$ cat src/rtl/if_stage_if.sv
// Fetch-stage bundle: instruction ROM port, hazard/branch controls
// and the IF/ID plus debug outputs.
// The master side is the fetch stage. The slave side is the ROM,
// the hazard/branch logic and the observer.
interface if_stage_if;
  logic [3:0]  imem_addr;
  logic [31:0] imem_data;
  logic        stall;
  logic        branch_taken;
  logic [5:0]  branch_target;
  logic [5:0]  PCout;
  logic [31:0] IFID_Instruction;
  logic [5:0]  IFID_PCNext;
  logic        IFID_Valid;
  logic        halted;
  logic [7:0]  fetch_count;

  modport master (
    output imem_addr, PCout, IFID_Instruction, IFID_PCNext, IFID_Valid,
           halted, fetch_count,
    input  imem_data, stall, branch_taken, branch_target
  );

  modport slave (
    input  imem_addr, PCout, IFID_Instruction, IFID_PCNext, IFID_Valid,
           halted, fetch_count,
    output imem_data, stall, branch_taken, branch_target
  );
endinterface

$ cat src/rtl/if_stage.sv
// Instruction-fetch stage of the 8-bit MIPS pipeline.
// Owns the PC and drives the ROM address. Loads IF/ID each cycle and
// honours stalls and ID-resolved branches. Fetching a halt opcode
// freezes the front end until reset.
module if_stage #(
  parameter logic [5:0] RESET_PC    = 6'h00,
  parameter int         PC_STEP     = 4,
  parameter logic [5:0] HALT_OPCODE = 6'h3F
) (
  input logic    clk,
  input logic    rst,
  if_stage_if.master bus
);

  typedef enum logic {FETCH, HALT} state_t;

  localparam logic [5:0] STEP = PC_STEP[5:0];

  state_t      state;
  logic [5:0]  pc;
  logic [31:0] ifid_instr;
  logic [5:0]  ifid_pcnext;
  logic        ifid_valid;
  logic        halted_r;
  logic [7:0]  fetch_cnt;
  logic [5:0]  pc_inc;

  // PC arithmetic is 6-bit and wraps naturally (3C + 4 = 00).
  assign pc_inc = pc + STEP;

  assign bus.imem_addr        = pc[5:2];
  assign bus.PCout            = pc;
  assign bus.IFID_Instruction = ifid_instr;
  assign bus.IFID_PCNext      = ifid_pcnext;
  assign bus.IFID_Valid       = ifid_valid;
  assign bus.halted           = halted_r;
  assign bus.fetch_count      = fetch_cnt;

  // FETCH/HALT state machine. It owns the PC, IF/ID and the fetch counter.
  always_ff @(posedge clk or negedge rst) begin
    if (!rst) begin
      state       <= FETCH;
      pc          <= RESET_PC;
      ifid_instr  <= 32'h0;
      ifid_pcnext <= 6'h0;
      ifid_valid  <= 1'b0;
      halted_r    <= 1'b0;
      fetch_cnt   <= 8'h0;
    end else begin
      case (state)
        FETCH: begin
          if (bus.branch_taken) begin
            pc          <= bus.branch_target;
            ifid_instr  <= 32'h0;
            ifid_pcnext <= 6'h0;
            ifid_valid  <= 1'b0;
          end else if (bus.stall) begin
            pc <= pc;
          end else if (bus.imem_data[31:26] == HALT_OPCODE) begin
            ifid_instr  <= 32'h0;
            ifid_pcnext <= 6'h0;
            ifid_valid  <= 1'b0;
            halted_r    <= 1'b1;
            state       <= HALT;
          end else begin
            pc          <= pc_inc;
            ifid_instr  <= bus.imem_data;
            ifid_pcnext <= pc_inc;
            ifid_valid  <= 1'b1;
            if (fetch_cnt != 8'hFF) begin
              fetch_cnt <= fetch_cnt + 8'd1;
            end
          end
        end
        HALT: begin
          ifid_instr  <= 32'h0;
          ifid_pcnext <= 6'h0;
          ifid_valid  <= 1'b0;
          halted_r    <= 1'b1;
        end
        default: begin
          state <= FETCH;
        end
      endcase
    end
  end

endmodule

$ cat src/flat_wrapper.sv
// flat-port wrapper written by rule: the top's interface ports become plain ports
module if_stage_flat 
#(
  parameter logic [5:0] RESET_PC    = 6'h00,
  parameter int         PC_STEP     = 4,
  parameter logic [5:0] HALT_OPCODE = 6'h3F
)
  (clk, rst, bus_imem_addr, bus_PCout, bus_IFID_Instruction, bus_IFID_PCNext, bus_IFID_Valid, bus_halted, bus_fetch_count, bus_imem_data, bus_stall, bus_branch_taken, bus_branch_target);
  if_stage_if bus_i ();
  input logic clk;
  input logic rst;
  output wire logic [$bits(bus_i.imem_addr)-1:0] bus_imem_addr;
  output wire logic [$bits(bus_i.PCout)-1:0] bus_PCout;
  output wire logic [$bits(bus_i.IFID_Instruction)-1:0] bus_IFID_Instruction;
  output wire logic [$bits(bus_i.IFID_PCNext)-1:0] bus_IFID_PCNext;
  output wire logic [$bits(bus_i.IFID_Valid)-1:0] bus_IFID_Valid;
  output wire logic [$bits(bus_i.halted)-1:0] bus_halted;
  output wire logic [$bits(bus_i.fetch_count)-1:0] bus_fetch_count;
  input wire logic [$bits(bus_i.imem_data)-1:0] bus_imem_data;
  input wire logic [$bits(bus_i.stall)-1:0] bus_stall;
  input wire logic [$bits(bus_i.branch_taken)-1:0] bus_branch_taken;
  input wire logic [$bits(bus_i.branch_target)-1:0] bus_branch_target;
  assign bus_imem_addr = bus_i.imem_addr;
  assign bus_PCout = bus_i.PCout;
  assign bus_IFID_Instruction = bus_i.IFID_Instruction;
  assign bus_IFID_PCNext = bus_i.IFID_PCNext;
  assign bus_IFID_Valid = bus_i.IFID_Valid;
  assign bus_halted = bus_i.halted;
  assign bus_fetch_count = bus_i.fetch_count;
  assign bus_i.imem_data = bus_imem_data;
  assign bus_i.stall = bus_stall;
  assign bus_i.branch_taken = bus_branch_taken;
  assign bus_i.branch_target = bus_branch_target;
  if_stage #(.RESET_PC(RESET_PC), .PC_STEP(PC_STEP), .HALT_OPCODE(HALT_OPCODE)) u_core (.clk(clk), .rst(rst), .bus(bus_i));
endmodule
$ cat config.mk
export PLATFORM = sky130hd
export DESIGN_NAME = if_stage_flat
export DESIGN_NICKNAME = d
export VERILOG_FILES = /design/src/rtl/if_stage_if.sv /design/src/rtl/if_stage.sv /design/src/flat_wrapper.sv
export SDC_FILE = /design/constraint.sdc
export NUM_CORES = 1
export LEC_CHECK = 0
export BUFFER_PORTS_ARGS = -buffer_cell sky130_fd_sc_hd__buf_4
export CAP_MARGIN = 25
export CORE_MARGIN = 4
export CORE_UTILIZATION = 50
export DETAILED_ROUTE_END_ITERATION = 8
export GPL_TIMING_DRIVEN = 1
export PLACE_DENSITY_LB_ADDON = 0.25
export SKIP_CTS_REPAIR_TIMING = 1
export SLEW_MARGIN = 0
export SYNTH_ARGS = -nofsm -noshare
export SYNTH_HDL_FRONTEND = slang
export SYNTH_SLANG_ARGS = --single-unit
$ cat constraint.sdc
create_clock -name clk -period 3 [get_ports clk]
set_input_delay 0.3 -clock clk [delete_from_list [all_inputs] [get_ports clk]]
set_output_delay 0.3 -clock clk [all_outputs]
set_load 0.02 [all_outputs]
==> out/summary.txt <==
Outcome -> finished clean
Worst Setup End Kind -> register
Area after DPL -> 3020 um2
Maximum VDD drop -> 0.284 mV
Sequential fraction of the synthesis area -> 0.603
I/O Pins -> 100
CTS tree -> yes
Setup TNS -> 0 ns
Worst EP required -> 3.24 ns
Via total after detailed routing -> 1,781
CP Launch Type -> register
First-pass GRT wire length -> 8170 um
Layout area overhead -> 36.6%
Mapped cell area -> 2280 um2
Syn avg cell area -> 12.8 um2
PwrDens -> 622 nW/um2
Simple-gate share of the synthesized area -> 0.0927
IO buf count -> 99
Leak Pwr -> 1.58 nW
GR Overflow Total -> 0
Largest family of logic cells by synthesized area -> compound AO/OA/AOI/OAI gates
Drt total wl -> 5320 um
Crit path time final -> 1.68 ns
Yosys warns -> 0
#FFs+latches synth -> 55
Remaining antenna violation count -> 0
Longest Clk Path Bufs -> 2
Nets -> 316
Final instance area -> 3120 um2
Ant. Diodes -> 0
CTS buffer count -> 5
GPL Wtd Cong -> 0.771
Max_cap viols -> 0
H-tree Lvls -> 2
Max Clk Rate -> 596 MHz
Hpwl dp -> 3920 um
XOR/XNOR Fraction of Synth Area -> 0.0230
Initial detailed-routing violation count -> 91
Relative slew margins -> 0.562
Synth Area in Compound Gates -> 0.198
Initial antenna violation count -> 0
Multiplexer area fraction after synthesis -> 0.0285
Final Skew -> 0.00827 ns
Largest net degree at the start of global routing -> 56
Library cells used by synthesis -> 39
Syn_nets -> 222
Router iterations before antenna repair -> 4
Placeable Area -> 4380 um2
Clk Latency, worst-skew pair -> 0.30 ns
Crit path arrival time -> 1.91 ns
Root buffer cell -> clkbuf_8
Clock sink count -> 55
Die Area -> 5710 um2
GRT Total Usage -> 0.190
Vias in the first global route -> 1,718
CTS clk-pin slew, worst paths -> 0.10 ns
DR vias/cell -> 5.48
Core Rows -> 24
CP Class -> register to register
Share of cells above drive strength 1 -> 0.429
Crit Path Max Fanout -> 32
Slew @ Worst Pin -> 0.658 ns
Crit share post-route -> 0.559
Hold WC Path Type -> primary input to asynchronous set/reset pin
Post-Syn Instances -> 178
Final slew viol count -> 0
DRC viols -> 0
RSZ-0062 raised after global routing -> false
Final Setup Violations -> 0
Initial core utilization -> 0.521
Die X -> 75.6 um
Routed wire per std cell -> 16.4 um
Synth Area in Adders -> 0.0110
Die Ht -> 75.6 um
Final count of hold timing violations -> 0
## Yosys cell counts
cell type	instances	area share
a211oi_1	2	0.0066
a21boi_2	1	0.0049
a21o_1	1	0.0033
a21oi_1	5	0.011
a21oi_2	1	0.0038
a22o_1	36	0.14
a22oi_1	1	0.0033
a311oi_4	1	0.012
a31oi_1	1	0.0027
and2_1	1	0.0027
and3_1	2	0.0055
and4_4	1	0.0049
buf_2	5	0.011
buf_4	6	0.020
buf_6	2	0.0099
clkbuf_1	1	0.0016
dfrtp_1	55	0.60
ha_1	2	0.011
inv_1	1	0.0016
mux2_1	2	0.0099
mux2_2	2	0.0099
mux2i_1	2	0.0088
nand2_1	9	0.015
nand2b_1	2	0.0055
nand3_1	3	0.0066
nand4_1	4	0.011
nor2_1	8	0.013
nor2b_1	2	0.0055
nor3_1	2	0.0044
nor3_2	1	0.0044
nor3b_1	1	0.0033
nor4_1	2	0.0055
o21ai_0	3	0.0066
o21ai_1	1	0.0022
o21ai_2	1	0.0038
or2_1	1	0.0027
or3_1	1	0.0027
xnor2_1	1	0.0038
xor2_1	5	0.019
## worst max-delay path, cell delays in order, from the launching register on
cell	delay, ns
dfrtp_1	0.51
nor3_2	0.21
a21boi_4	0.30
buf_4	0.36
a22o_1	0.22
## cell families (layout without fill, tap and decap cells)
group | Yosys count | count (layout)
simple gates | 40 | 40
xor+xnor | 6 | 6
fa+ha+maj | 2 | 2
compound gates | 54 | 54
buf+inv | 15 | 110
flops | 55 | 55
mux | 6 | 6
## cell type report
type | instances | area [um2]
Tap cell | 52 | 65.1
Fill cell | 341 | 1270
Clock inverter | 1 | 8.76
Inverter | 1 | 3.75
Timing Repair Buffer | 101 | 758
Multi-Input combinational cell | 108 | 818
Clock buffer | 7 | 86.3
Sequential cell | 55 | 1380
## report_power, final
group	switching, mW	internal, mW
combinational	0.302	0.269
sequential	0.115	0.838
clock	0.226	0.190
total	0.642	1.30
## final timing paths
check                                       from                              end  slack, ns  cells past startpoint
max                                 u_core.state  u_core.bus.IFID_Instruction[27]       1.32                      4
min                                          rst        u_core.bus.fetch_count[3]       0.03                      1
max reg2reg                         u_core.state  u_core.bus.IFID_Instruction[27]       1.32                      4
min reg2reg                u_core.bus.IFID_Valid            u_core.bus.IFID_Valid       0.50                      2
max in group asynchronous                    rst        u_core.bus.IFID_PCNext[0]       2.53                      1
min in group clk                bus_imem_data[0]   u_core.bus.IFID_Instruction[0]       0.21                      2
## flip-flops by register name, indices dropped and copies added, names as in the netlist
register	count
u_core.bus.IFID_Instruction	32
u_core.bus.fetch_count	8
u_core.bus.IFID_PCNext	6
u_core.bus.PCout	6
u_core.bus.IFID_Valid	1
u_core.bus.halted	1
u_core.state	1
## per-stage QoR
stage               worst slack (ns)  instances  hold slack (ns)  utilization  power (mW)
finish                          1.32        325           0.0250        0.711        1.94
global route                    1.19        325           0.0722        0.711        2.06
CTS                             1.32        325           0.0447        0.711        1.96
detailed placement              1.32        317            0.388        0.689        1.55
global placement                1.37        317            0.378        0.689        1.53
floorplan                       1.47        178          0.00441            -        1.28
## per-layer routing
metal,GRT usage,up-vias,share of wire
met5,0,-,0
met3,0.0633,6,0.080
met1,0.254,869,0.42
met4,0.0544,0,0.0087
li1,-,837,-
met2,0.299,69,0.49
## placed cells by master, fill, tap and decap left out, types with 3 or more instances in the layout
cell | Yosys | layout
xor2_1 | 5 | 5
clkbuf_8 | 0 | 6
nand2_1 | 9 | 9
nand3_1 | 3 | 3
nor2_1 | 8 | 8
o21ai_0 | 3 | 3
nand4_1 | 4 | 4
a22o_1 | 36 | 36
a21oi_1 | 5 | 5
buf_4 | 6 | 101
dfrtp_1 | 55 | 55
Note: power is estimated with default switching activity, not from simulation.
